==> src/rtl/hazard_pkg.sv <==
// Shared definitions for the hazard control unit.
//   FWD_*  : forwarding select encodings driven on Forward_E
//   ST_*   : 2-bit codes of the memory-freeze FSM states
//   state_t: enum built on those codes
package hazard_pkg;

    localparam logic [1:0] FWD_RF  = 2'b00;   // operand from register file
    localparam logic [1:0] FWD_WB  = 2'b01;   // operand from W-stage result
    localparam logic [1:0] FWD_MEM = 2'b10;   // operand from M-stage result

    localparam logic [1:0] ST_IDLE    = 2'd0;
    localparam logic [1:0] ST_WAIT    = 2'd1;
    localparam logic [1:0] ST_RELEASE = 2'd2;

    typedef enum logic [1:0] {
        IDLE    = ST_IDLE,
        WAIT    = ST_WAIT,
        RELEASE = ST_RELEASE
    } state_t;

endpackage

==> src/rtl/hazard_ctrl_unit_if.sv <==
// Bundle of all pipeline <-> hazard-unit signals.
//   master: pipeline side, drives stage info, receives stall/flush/forward
//   slave : hazard unit side
// Signals: RegWriteM/W, ResultSrcE0, MemReadM, PCSrcE, RD_E/M/W, Rs_D, Rs_E
// (operand i at [i*REG_ADDR_W +: REG_ADDR_W]), Forward_E (operand i at
// [2i +: 2]), Stall{F,D,E,M}, Flush{D,E,W}, perf_stall_cnt, perf_flush_cnt.
interface hazard_ctrl_unit_if #(
    parameter int REG_ADDR_W = 5,
    parameter int NUM_SRC    = 2
);
    logic                          RegWriteM;
    logic                          RegWriteW;
    logic                          ResultSrcE0;
    logic                          MemReadM;
    logic                          PCSrcE;
    logic [REG_ADDR_W-1:0]         RD_E;
    logic [REG_ADDR_W-1:0]         RD_M;
    logic [REG_ADDR_W-1:0]         RD_W;
    logic [NUM_SRC*REG_ADDR_W-1:0] Rs_D;
    logic [NUM_SRC*REG_ADDR_W-1:0] Rs_E;
    logic [NUM_SRC*2-1:0]          Forward_E;
    logic                          StallF;
    logic                          StallD;
    logic                          StallE;
    logic                          StallM;
    logic                          FlushD;
    logic                          FlushE;
    logic                          FlushW;
    logic [31:0]                   perf_stall_cnt;
    logic [31:0]                   perf_flush_cnt;

    modport master (
        output RegWriteM, RegWriteW, ResultSrcE0, MemReadM, PCSrcE,
               RD_E, RD_M, RD_W, Rs_D, Rs_E,
        input  Forward_E, StallF, StallD, StallE, StallM,
               FlushD, FlushE, FlushW, perf_stall_cnt, perf_flush_cnt
    );

    modport slave (
        input  RegWriteM, RegWriteW, ResultSrcE0, MemReadM, PCSrcE,
               RD_E, RD_M, RD_W, Rs_D, Rs_E,
        output Forward_E, StallF, StallD, StallE, StallM,
               FlushD, FlushE, FlushW, perf_stall_cnt, perf_flush_cnt
    );

endinterface

==> src/rtl/hazard_ctrl_unit_fwd_sel.sv <==
// fwd_sel: forwarding select for one E-stage source operand.
//   RegWriteM, RD_M : M-stage writer (highest priority, the youngest value)
//   RegWriteW, RD_W : W-stage writer
//   Rs              : E-stage source register index
//   sel             : FWD_MEM / FWD_WB / FWD_RF
// x0 is never forwarded since writes to it are discarded.
module fwd_sel
    import hazard_pkg::*;
#(
    parameter int REG_ADDR_W = 5
) (
    input  logic                  RegWriteM,
    input  logic                  RegWriteW,
    input  logic [REG_ADDR_W-1:0] RD_M,
    input  logic [REG_ADDR_W-1:0] RD_W,
    input  logic [REG_ADDR_W-1:0] Rs,
    output logic [1:0]            sel
);

    always_comb begin
        sel = FWD_RF;
        if (RegWriteM && (RD_M != '0) && (RD_M == Rs)) begin
            sel = FWD_MEM;
        end else if (RegWriteW && (RD_W != '0) && (RD_W == Rs)) begin
            sel = FWD_WB;
        end
    end

endmodule

==> src/rtl/hazard_ctrl_unit.sv <==
// hazard_ctrl_unit: forwarding, load-use stall, branch flush and
// multi-cycle data-memory freeze for the 5-stage RISC-V pipeline.
// Ports:
//   clk  : rising-edge clock
//   rst  : synchronous reset, active-low; while low every output is 0
//   bus  : hazard_ctrl_unit_if.slave (stage info in, stall/flush/forward out)
// Optional feature macro HAZARD_PERF_CNT_EN: when defined, perf_stall_cnt
// counts cycles with any stall and perf_flush_cnt counts cycles with FlushD;
// when undefined both read 0 and no counter flops exist.
module hazard_ctrl_unit
    import hazard_pkg::*;
#(
    parameter int REG_ADDR_W = 5,
    parameter int NUM_SRC    = 2,
    parameter int DMEM_LAT   = 1
) (
    input  logic             clk,
    input  logic             rst,
    hazard_ctrl_unit_if.slave bus
);

    // At least one bit so DMEM_LAT=0 still elaborates.
    localparam int CNT_W = (DMEM_LAT > 0) ? $clog2(DMEM_LAT + 1) : 1;

    logic [NUM_SRC*2-1:0] fwd_raw;
    logic                 lu;
    logic                 lu_match;
    logic                 mem_stall;
    state_t               state, state_next;
    logic [CNT_W-1:0]     cnt, cnt_next;
    logic stall_f, stall_d, stall_e, stall_m, flush_d, flush_e, flush_w;

    for (genvar i = 0; i < NUM_SRC; i++) begin : g_fwd
        fwd_sel #(.REG_ADDR_W(REG_ADDR_W)) u_fwd_sel (
            .RegWriteM (bus.RegWriteM),
            .RegWriteW (bus.RegWriteW),
            .RD_M      (bus.RD_M),
            .RD_W      (bus.RD_W),
            .Rs        (bus.Rs_E[i*REG_ADDR_W +: REG_ADDR_W]),
            .sel       (fwd_raw[2*i +: 2])
        );
    end

    always_comb begin
        lu_match = 1'b0;
        for (int i = 0; i < NUM_SRC; i++) begin
            if (bus.RD_E == bus.Rs_D[i*REG_ADDR_W +: REG_ADDR_W]) begin
                lu_match = 1'b1;
            end
        end
        lu = bus.ResultSrcE0 && (bus.RD_E != '0) && lu_match;
    end

    always_ff @(posedge clk) begin
        if (!rst) begin
            state <= IDLE;
            cnt   <= '0;
        end else begin
            state <= state_next;
            cnt   <= cnt_next;
        end
    end

    // The freeze is asserted combinationally in the cycle the load is seen,
    // so cnt holds the number of freeze cycles still to come after this one.
    // RELEASE skips one cycle of MemReadM: it is the same load moving on.
    always_comb begin
        state_next = state;
        cnt_next   = cnt;
        mem_stall  = 1'b0;
        case (state)
            IDLE: begin
                if (bus.MemReadM && (DMEM_LAT > 0)) begin
                    mem_stall  = 1'b1;
                    cnt_next   = CNT_W'(DMEM_LAT - 1);
                    state_next = (DMEM_LAT == 1) ? RELEASE : WAIT;
                end
            end
            WAIT: begin
                mem_stall  = 1'b1;
                cnt_next   = cnt - CNT_W'(1);
                state_next = (cnt == CNT_W'(1)) ? RELEASE : WAIT;
            end
            RELEASE: begin
                state_next = IDLE;
            end
            default: begin
                state_next = IDLE;
            end
        endcase
    end

    // Freeze dominates and holds any pending branch/load-use until it ends;
    // a taken branch squashes the load-use candidate in D.
    always_comb begin
        stall_f = 1'b0;
        stall_d = 1'b0;
        stall_e = 1'b0;
        stall_m = 1'b0;
        flush_d = 1'b0;
        flush_e = 1'b0;
        flush_w = 1'b0;
        if (rst) begin
            if (mem_stall) begin
                stall_f = 1'b1;
                stall_d = 1'b1;
                stall_e = 1'b1;
                stall_m = 1'b1;
                flush_w = 1'b1;
            end else if (bus.PCSrcE) begin
                flush_d = 1'b1;
                flush_e = 1'b1;
            end else if (lu) begin
                stall_f = 1'b1;
                stall_d = 1'b1;
                flush_e = 1'b1;
            end
        end
    end

    assign bus.Forward_E = rst ? fwd_raw : '0;
    assign bus.StallF    = stall_f;
    assign bus.StallD    = stall_d;
    assign bus.StallE    = stall_e;
    assign bus.StallM    = stall_m;
    assign bus.FlushD    = flush_d;
    assign bus.FlushE    = flush_e;
    assign bus.FlushW    = flush_w;

`ifdef HAZARD_PERF_CNT_EN
    logic [31:0] stall_cnt;
    logic [31:0] flush_cnt;

    always_ff @(posedge clk) begin
        if (!rst) begin
            stall_cnt <= '0;
            flush_cnt <= '0;
        end else begin
            if (stall_f || stall_d || stall_e || stall_m) begin
                stall_cnt <= stall_cnt + 32'd1;
            end
            if (flush_d) begin
                flush_cnt <= flush_cnt + 32'd1;
            end
        end
    end

    assign bus.perf_stall_cnt = rst ? stall_cnt : '0;
    assign bus.perf_flush_cnt = rst ? flush_cnt : '0;
`else
    assign bus.perf_stall_cnt = '0;
    assign bus.perf_flush_cnt = '0;
`endif

endmodule
==> src/flat_wrapper.sv <==
// flat-port wrapper written by rule: the top's interface ports become plain ports
module hazard_ctrl_unit_flat import hazard_pkg::*;
#(
    parameter int REG_ADDR_W = 5,
    parameter int NUM_SRC    = 2,
    parameter int DMEM_LAT   = 1
)
  (clk, rst, bus_RegWriteM, bus_RegWriteW, bus_ResultSrcE0, bus_MemReadM, bus_PCSrcE, bus_RD_E, bus_RD_M, bus_RD_W, bus_Rs_D, bus_Rs_E, bus_Forward_E, bus_StallF, bus_StallD, bus_StallE, bus_StallM, bus_FlushD, bus_FlushE, bus_FlushW, bus_perf_stall_cnt, bus_perf_flush_cnt);
  hazard_ctrl_unit_if #(.REG_ADDR_W(REG_ADDR_W), .NUM_SRC(NUM_SRC)) bus_i ();
  input  logic clk;
  input  logic rst;
  input wire logic [$bits(bus_i.RegWriteM)-1:0] bus_RegWriteM;
  input wire logic [$bits(bus_i.RegWriteW)-1:0] bus_RegWriteW;
  input wire logic [$bits(bus_i.ResultSrcE0)-1:0] bus_ResultSrcE0;
  input wire logic [$bits(bus_i.MemReadM)-1:0] bus_MemReadM;
  input wire logic [$bits(bus_i.PCSrcE)-1:0] bus_PCSrcE;
  input wire logic [$bits(bus_i.RD_E)-1:0] bus_RD_E;
  input wire logic [$bits(bus_i.RD_M)-1:0] bus_RD_M;
  input wire logic [$bits(bus_i.RD_W)-1:0] bus_RD_W;
  input wire logic [$bits(bus_i.Rs_D)-1:0] bus_Rs_D;
  input wire logic [$bits(bus_i.Rs_E)-1:0] bus_Rs_E;
  output wire logic [$bits(bus_i.Forward_E)-1:0] bus_Forward_E;
  output wire logic [$bits(bus_i.StallF)-1:0] bus_StallF;
  output wire logic [$bits(bus_i.StallD)-1:0] bus_StallD;
  output wire logic [$bits(bus_i.StallE)-1:0] bus_StallE;
  output wire logic [$bits(bus_i.StallM)-1:0] bus_StallM;
  output wire logic [$bits(bus_i.FlushD)-1:0] bus_FlushD;
  output wire logic [$bits(bus_i.FlushE)-1:0] bus_FlushE;
  output wire logic [$bits(bus_i.FlushW)-1:0] bus_FlushW;
  output wire logic [$bits(bus_i.perf_stall_cnt)-1:0] bus_perf_stall_cnt;
  output wire logic [$bits(bus_i.perf_flush_cnt)-1:0] bus_perf_flush_cnt;
  assign bus_i.RegWriteM = bus_RegWriteM;
  assign bus_i.RegWriteW = bus_RegWriteW;
  assign bus_i.ResultSrcE0 = bus_ResultSrcE0;
  assign bus_i.MemReadM = bus_MemReadM;
  assign bus_i.PCSrcE = bus_PCSrcE;
  assign bus_i.RD_E = bus_RD_E;
  assign bus_i.RD_M = bus_RD_M;
  assign bus_i.RD_W = bus_RD_W;
  assign bus_i.Rs_D = bus_Rs_D;
  assign bus_i.Rs_E = bus_Rs_E;
  assign bus_Forward_E = bus_i.Forward_E;
  assign bus_StallF = bus_i.StallF;
  assign bus_StallD = bus_i.StallD;
  assign bus_StallE = bus_i.StallE;
  assign bus_StallM = bus_i.StallM;
  assign bus_FlushD = bus_i.FlushD;
  assign bus_FlushE = bus_i.FlushE;
  assign bus_FlushW = bus_i.FlushW;
  assign bus_perf_stall_cnt = bus_i.perf_stall_cnt;
  assign bus_perf_flush_cnt = bus_i.perf_flush_cnt;
  hazard_ctrl_unit #(.REG_ADDR_W(REG_ADDR_W), .NUM_SRC(NUM_SRC), .DMEM_LAT(DMEM_LAT)) u_core (.clk(clk), .rst(rst), .bus(bus_i));
endmodule
==> config.mk <==
export PLATFORM = sky130hd
export DESIGN_NAME = hazard_ctrl_unit_flat
export DESIGN_NICKNAME = d
export VERILOG_FILES = /design/src/rtl/hazard_pkg.sv /design/src/rtl/hazard_ctrl_unit_if.sv /design/src/rtl/hazard_ctrl_unit_fwd_sel.sv /design/src/rtl/hazard_ctrl_unit.sv /design/src/flat_wrapper.sv
export SDC_FILE = /design/constraint.sdc
export NUM_CORES = 1
export LEC_CHECK = 0
export BUFFER_PORTS_ARGS = -buffer_cell sky130_fd_sc_hd__buf_2
export CAP_MARGIN = 20
export CORE_ASPECT_RATIO = 1.4
export CORE_MARGIN = 5
export CORE_UTILIZATION = 38
export CTS_BUF_LIST = sky130_fd_sc_hd__clkbuf_4
export CTS_CLUSTER_SIZE = 14
export DETAILED_ROUTE_END_ITERATION = 16
export GPL_TIMING_DRIVEN = 0
export PLACE_DENSITY = 0.87
export SLEW_MARGIN = 25
export SYNTH_ARGS = -nofsm -noshare
export SYNTH_HDL_FRONTEND = slang
export SYNTH_SLANG_ARGS = --single-unit
==> constraint.sdc <==
create_clock -name clk -period 2.51 [get_ports clk]
set_input_delay 0 -clock clk [delete_from_list [all_inputs] [get_ports clk]]
set_output_delay 0 -clock clk [all_outputs]
set_load 0.01 [all_outputs]
After elaboration in Yosys (flattened, before gate mapping). Cells that the tools add are included. W data, S select, Z words.

Add/subtract/negate cells: 1. Eq/ne operators: 8. Muxes and demuxes: 26. Reductions and logical operators: 14.

Operator list (number): $eq A5 B5 Y1 (6); $mux W1 (18); $reduce_bool A5 Y1 (3); $logic_and A1 B1 Y1 (8); $mux W2 (4); $mux W4 (1); $pmux W1 S2 (2); $pmux W2 S2 (1); $eq A2 B1 Y1 const B (1); $logic_not A2 Y1 (1); $ne A2 B2 Y1 const B (1); $reduce_and A2 Y1 (1); $reduce_bool A2 Y1 (1); $sub A1 B1 Y1 const B (1).

Flip-flop bits (word level): 3. Input bits: 42. Output and inout port bits: 75. Logic and storage cells: 51.

Logic depth before layout (Yosys ltp). Gate-level depths: netlist (run 1).

Depth after elaboration: 8. Gate-level depth with buffers: 5. Gate-level depth less buffers: 4.

By module. Synthesis (run 1) repeated with hierarchy kept, for this count alone.

Cell total of the unflattened synthesis: 148. Area, all modules: 1113.6 um^2.

Modules (own cells, without submodules): hazard_ctrl_unit (instances 1, cells each 108, area an instance 810.8 um^2, sequential area each 60.1 um^2); fwd_sel (instances 2, cells each 20, area an instance 151.4 um^2, sequential area each 0.0 um^2).

Least setup slack after synthesis (run 1). No wires, ideal clock.

Path kind: input to output. From: input bus_RD_E[3]. To: output bus_StallF. Data arrival time: 1107 ps. Data required time: 2510 ps. Setup slack: 1403 ps. Stages: 5. Path buffers: 1. Path through: xor2_1 > nor3_1 > a22oi_1 > o32ai_1 > buf_4.

Word-level cells in the longest chain between the ends: 8. Elaborated cells between the ends (all ways): 11. Those cells by class: 2 x eq/ne; 6 x mux; 3 x reduce/logical.

RTL lines: start: declaration (line flat_wrapper.sv:17) `input wire logic [$bits(bus_i.RD_E)-1:0] bus_RD_E;`; $eq A5 B5 Y1 (line hazard_ctrl_unit.sv:47) `if (bus.RD_E == bus.Rs_D[i*REG_ADDR_W +: REG_ADDR_W]) begin`; $mux W1 (2 in series) (line hazard_ctrl_unit.sv:47); $logic_and A1 B1 Y1 * (line hazard_ctrl_unit.sv:51) `lu = bus.ResultSrcE0 && (bus.RD_E != '0) && lu_match;`; $mux W1 * (4 in series); end: declaration (line flat_wrapper.sv:23) `output wire logic [$bits(bus_i.StallF)-1:0] bus_StallF;`.

Mark *: on every way between the ends. The rest lies on a longest branch, timed or not.

Final worst setup path (run 1).
From: register u_core.state[0]. To: output bus_FlushE.

Word-level cells in the longest chain between the ends: 4. Elaborated cells between the ends (all ways): 5. Those cells by class: 1 x eq/ne; 3 x mux; 1 x reduce/logical.

RTL lines: start: declaration (line hazard_ctrl_unit.sv:29) `state_t state, state_next;`; start signal: assignment (line hazard_ctrl_unit.sv:59) `state <= state_next;`; $eq A2 B1 Y1 or $logic_not A2 Y1 (tied branches) (line hazard_ctrl_unit.sv:71) `case (state)`; $pmux W1 S2 * (line hazard_ctrl_unit.sv:71); $mux W1 * (line hazard_ctrl_unit.sv:104) `if (mem_stall) begin`; $mux W1 * (line hazard_ctrl_unit.sv:103) `if (rst) begin`; end: declaration (line flat_wrapper.sv:28) `output wire logic [$bits(bus_i.FlushE)-1:0] bus_FlushE;`.

Marked as above.

==> impl_metrics.ini, run 1 <==
[die]
core_mm2 = 0.002643
dieArea_mm2 = 0.003960
die_h_um = 72.49
initial_core_util = 0.4010
std_cell_rows = 22
die_w_um = 54.63
io_pins = 117

[grt]
first_global_vias = 1034
grt_antenna_before_repair = 0
grt_max_degree = 8
grt-ovfl-total = 0
track_usage = 0.1350
grt_first_pass_wirelength_um = 4077

[sta]
post-route-period-util = 0.5593
timing.fmax_mhz = 712.3
skew_ns = 0.001773
fin_tns_setup_ns = 0
finalSetupViolCount = 0
whs_ns = 0.08905
drv_slew = 0
finalHoldViolations = 0
rsz0062_at_grt = false
min_period_ns = 1.404

[clock_tree]
hold_buffers = 0
cts_max_level = 1
cts_resized = 0
clkTransAtPathRegs_ns = 0.04
cts.path.max_buffers = 2
cts-buffers-inserted = 3
clk_latency_ns = 0.23
postCtsSetupBuffers = 0
cts_tree = built
cts-root-buf = clkbuf_4
clock-sinks = 3

[final_layout]
layout-drive-gt1-share = 0.4981
final_nets = 300
antenna_cells = 0
area_growth_pct = 53.95

[power]
vdd_drop_max_uv = 150.3
p_per_area_mw_per_mm2 = 239.8
p_leak_uw = 0.001007

[yosys]
yosys-top-cells-area = buf_4 47%, xor2_1 20%, dfxtp_1 5.7%
synth_top_area_cell = buf_4
syn_inst = 138
synth_edf_count = 0
postSynth.topFlopCell = dfxtp_1
syn_area_per_cell_um2 = 7.679
synth.distinct_cells = 23
yosysMostFrequentCell = buf_4
synth_top_area_share = 0.4746
yosysWarnings = 0
yosysSeqAreaShare = 0.05667
synth_commonest_cells = 67 x buf_4, 24 x xor2_1, 6 x nor2_1, 6 x xnor2_1, 5 x or4_1
synth_seq_cells = 3
syn-cell-area_mm2 = 0.001060
async_flop_share = 0

[worst_setup_path]
cp_max_fo = 4
cp-end-kind = primary output
cp.required_ns = 2.51
cp_top_family = simple AND/OR/NAND/NOR gates
r2r-start = u_core.state[1]$_SDFFE_PN0P_
startpoint = u_core.state[0]$_SDFFE_PN0P_
start_kind = register
arrival_ns = 1.40
max_stage_delay_ns = 0.30
slowest_stage = dfxtp_1
critPathBufInv = 1
r2r_slack_ns = 1.57
worstSetupPathType = register to primary output
crit_chain = nor2_1, o21ai_0, or2_1, o22ai_1, buf_2

[drt]
ant_nets = 0
firstDrtPassIters = 3
postRouteWirelength_um = 2880
wl_per_cell_um = 9.829
vias = 1104
post_drt_via_cell_ratio = 3.768
drc = 0
drt_iter0_drc = 5

[run_status]
outcome = completed

[place]
dpl.hpwl_um = 2732
io_buffers = 52
gp_congestion = 0.7971

[worst_hold_path]
hold_class = primary input to register
worstHoldStart = rst

[job]
drv_cap = 0
metrics by stage:
stage	instance area, um2	worst slack (ns)	util	std cells	total power, uW
final	1632	1.106	0.6174	293	391.3
after global routing	1632	0.9341	0.6174	293	422.6
after CTS	1632	1.085	0.6174	293	389.8
after detailed placement	1602	1.128	0.6061	289	288.7
after global placement	1602	1.162	0.6061	289	285.4
after floorplan	1296	1.403	-	201	223.4
power breakdown:
group / internal [uW] / switching [uW] / total (uW) / leakage [uW]
clock network: 70.4 / 26.4 / 96.8 / 0.0000184
logic: 125 / 120 / 245 / 0.000965
registers: 48.9 / 0.687 / 49.6 / 0.0000244
total: 245 / 147 / 391 / 0.00101
cell families (layout without fill, tap and decap cells):
| kind of cell | Yosys count | in the layout | synth area share |
|---|---|---|---|
| AO/OA/AOI/OAI | 9 | 9 | 0.05550 |
| XOR/XNOR | 30 | 30 | 0.2479 |
| buffers and inverters | 68 | 124 | 0.4782 |
| flip-flops | 3 | 3 | 0.05667 |
| other | 1 | 64 | 0.003539 |
| AND/OR/NAND/NOR | 27 | 27 | 0.1582 |
cell usage in the layout (no fill, tap or decap), types with 2 or more instances in the layout:
master and count:
nand2b_1 2, or4_1 5, nor2_1 6, conb_1 64
buf_2 52, buf_4 67, xor2_1 24, nand3_1 2
nor4_1 2, clkbuf_4 4, dfxtp_1 3, and2_1 2
nor3_1 2, o21ai_0 4, xnor2_1 6, nor4_2 2
and2_2 2
final cells by class:
cell class	instances	area (um2)
Tap cell	36	45.04
Fill cell	237	1011
Multi-Input combinational cell	130	729.5
Sequential cell	3	60.06
Buffer	67	503.0
Clock buffer	4	30.03
Timing Repair Buffer	52	260.3
Inverter	1	3.754
registers in the layout (all words and copies together), names as in the netlist:
signal        cells
u_core.cnt        1
u_core.state      2
path summary, 6_finish.rpt:
check                           cells after the start                            to
worst min-delay path                                2       u_core.cnt$_SDFFE_PN0P_
worst max-delay path                                5                    bus_FlushE
worst min register to register                      2  u_core.state[0]$_SDFFE_PN0P_
worst max register to register                      3  u_core.state[1]$_SDFFE_PN0P_
metal layers:
layer	wire, um	up-vias	GRT usage
met3	619	0	0.06160
met5	0	-	0
met1	730	464	0.1118
li1	-	556	-
met2	1530	84	0.2711
met4	0	0	0.02493
Note: power is estimated with default switching activity, not from simulation.
==> run 2: changes to the inputs <==
--- a/config.mk
+++ b/config.mk
@@ -5,16 +5,17 @@
 export SDC_FILE = /design/constraint.sdc
 export NUM_CORES = 1
 export LEC_CHECK = 0
+export ABC_AREA = 1
 export BUFFER_PORTS_ARGS = -buffer_cell sky130_fd_sc_hd__buf_2
 export CAP_MARGIN = 20
 export CORE_ASPECT_RATIO = 1.4
 export CORE_MARGIN = 5
-export CORE_UTILIZATION = 38
+export CORE_UTILIZATION = 37
 export CTS_BUF_LIST = sky130_fd_sc_hd__clkbuf_4
 export CTS_CLUSTER_SIZE = 14
 export DETAILED_ROUTE_END_ITERATION = 16
 export GPL_TIMING_DRIVEN = 0
-export PLACE_DENSITY = 0.87
+export PLACE_DENSITY = 0.82
 export SLEW_MARGIN = 25
 export SYNTH_ARGS = -nofsm -noshare
 export SYNTH_HDL_FRONTEND = slang
==> constraint.sdc (replaced) <==
create_clock -name clk -period 1.4 [get_ports clk]
set_input_delay 0 -clock clk [delete_from_list [all_inputs] [get_ports clk]]
set_output_delay 0 -clock clk [all_outputs]
set_load 0.01 [all_outputs]
==> impl_metrics.ini, run 2 <==
[run_status]
outcome = completed

[yosys]
synth.distinct_cells = 19
postSynth.topFlopCell = dfxtp_1
synth_edf_count = 0
syn_area_per_cell_um2 = 6.003
synth_top_area_share = 0.4341
synth_seq_cells = 3
syn_inst = 193
syn-cell-area_mm2 = 0.001159
async_flop_share = 0
synth_commonest_cells = 67 x buf_4, 30 x nand2_1, 22 x inv_1, 22 x nor2_1
yosys-top-cells-area = buf_4 43%, nand2_1 9.7%, inv_1 7.1%
synth_top_area_cell = buf_4
yosysSeqAreaShare = 0.05184
yosysWarnings = 0
yosysMostFrequentCell = buf_4

[final_layout]
layout-drive-gt1-share = 0.4281
top_register = u_core.state
final_nets = 356
antenna_cells = 0
mostFrequentLayoutCells = 68 x buf_4, 64 x conb_1, 52 x buf_2
nFillCells = 322
largest_register_ffs = 2
area_growth_pct = 50.54
final_common_cell = buf_4
top_regs = u_core.state: 2 flops, u_core.cnt: 1 flops

[worst_setup_path]
worstSetupPathType = register to primary output
critPathBufInv = 3
cp_max_fo = 3
cp.required_ns = 1.40
start_kind = register
max_stage_delay_ns = 0.31
cp_top_family = buffers and inverters
crit_chain = o21ai_1, nor2_2, inv_1, o21ai_2, buf_4, buf_2
arrival_ns = 1.27
slowest_stage = dfxtp_1
cp-end-kind = primary output

[clock_tree]
clk_latency_ns = 0.24
clkTransAtPathRegs_ns = 0.04
cts_max_level = 1
clock-sinks = 3
hold_buffers = 0
cts.path.max_buffers = 2
cts_tree = built
cts-root-buf = clkbuf_4
cts-buffers-inserted = 3

[sta]
fin_tns_setup_ns = 0
rsz0062_at_grt = false
finalSetupViolCount = 0
post-route-period-util = 0.9078
worst_slack_ns = 0.1291
finalHoldViolations = 0
timing.fmax_mhz = 786.9
skew_ns = 0.006881
min_period_ns = 1.271
drv_slew = 0

[job]
drv_cap = 0

[drt]
postRouteWirelength_um = 3053
highest_layer = met4
dr_wl_met3_um = 357
drt-met1-wl_um = 920
drt_iter0_drc = 28
ant_nets = 0
drc = 0
post_drt_via_cell_ratio = 3.693
firstDrtPassIters = 4
wl_per_cell_um = 8.673
vias = 1300
met2WireLength_um = 1720

[power]
comb_power_share = 0.639
sw_frac_of_total = 0.3888
vdd_drop_max_uv = 265.6
p_per_area_mw_per_mm2 = 420.2
power_frac_seq = 0.120
power.switching_uw = 285.0
p_leak_uw = 0.001194
p_int_uw = 447.9
power.share.clock = 0.241

[grt]
grt_first_pass_wirelength_um = 4981
grt_antenna_before_repair = 0
first_global_vias = 1273
grt_max_degree = 8
track_usage = 0.1377
grt-ovfl-total = 0

[die]
dieArea_mm2 = 0.004366
std_cell_rows = 24
core_mm2 = 0.003063
die_w_um = 57.30
die_h_um = 76.21
initial_core_util = 0.3783
io_pins = 117

[place]
dp_slack_ns = 0.2489
gp_congestion = 0.8300
dpl.hpwl_um = 2872
io_buffers = 52

[worst_hold_path]
hold_class = primary input to register
-- run 2: changes by cell type after synthesis, sizes merged, moves of 3 or more --
cell and delta:
a21oi +6, and2 -4, inv +25, nand2 +30, nand3 +6, nand4 +3
nor2 +16, nor4 -4, or4 -5, xor2 -16
-- run 2: worst reg2reg max path: cells and delay by family (launching register included) --
| family | cells | cell delay [ns] |
|---|---|---|
| simple gates | 1 | 0.14 |
| flops | 1 | 0.31 |
| compound gates | 2 | 0.38 |
-- run 2: metrics by stage --
stage | hold WS (ns) | utilization | power (uW) | cell area (um2) | std cells
global route | 0.1513 | 0.5694 | 801.0 | 1744 | 352
CTS | 0.1261 | 0.5670 | 723.5 | 1737 | 351
global placement | 0.3452 | 0.5564 | 537.5 | 1704 | 347
finish | 0.1337 | 0.5694 | 732.8 | 1744 | 352
floorplan | 0.1379 | - | 427.9 | 1395 | 256
detailed placement | 0.3553 | 0.5564 | 543.1 | 1704 | 347
-- run 2: area by class of cell --
cell class	count	area (um2)	area share
buffer	67	503.0	0.2884
clock buffer	4	30.03	0.01722
inverter	26	97.59	0.05595
multi-input combinational	160	737.0	0.4225
sequential	3	60.06	0.03443
tap	39	48.80	0.02798
timing repair buffer	53	267.8	0.1535
-- run 2: power groups by stage --
stage / Sequential (uW) / Combinational [uW] / Clock [uW]
detailed placement: 89.4 / 454 / 0
finish: 87.9 / 468 / 177
CTS: 88.0 / 456 / 180
floorplan: 89.2 / 339 / 0
global placement: 89.3 / 448 / 0
global route: 88.0 / 523 / 190
-- run 2: repair_timing --
item	CTS	global route
gates resized for setup	1	1
buffers inserted	0	1
endpoints found under the setup margin	1	1
pin swaps	0	1
-- run 2: path summary, 6_finish.rpt --
kind	start	endpoint	slack (ns)	depth (start not counted)
max	u_core.state[0]$_SDFFE_PN0P_	bus_StallF	0.13	6
min	rst	u_core.state[0]$_SDFFE_PN0P_	0.13	3
max reg2reg	u_core.state[0]$_SDFFE_PN0P_	u_core.cnt$_SDFFE_PN0P_	0.48	3
min reg2reg	u_core.state[0]$_SDFFE_PN0P_	u_core.state[1]$_SDFFE_PN0P_	0.47	1
-- run 2: routing by layer --
| layer | vias up | track usage |
|---|---|---|
| met3 | 6 | 0.03051 |
| li1 | 693 | - |
| met5 | - | 0 |
| met2 | 73 | 0.2826 |
| met1 | 528 | 0.1172 |
| met4 | 0 | 0.06265 |
-- run 2: kinds of logic (layout without fill, tap and decap cells) --
family	count (synthesis)	in the layout	share of synthesized area
xor gates and xnor gates	16	16	0.1210
and+or+nand+nor	66	66	0.2354
DFF	3	3	0.05184
AOI/OAI and AO/OA	14	14	0.07019
other	1	64	0.003237
buffers and inverters	93	150	0.5184
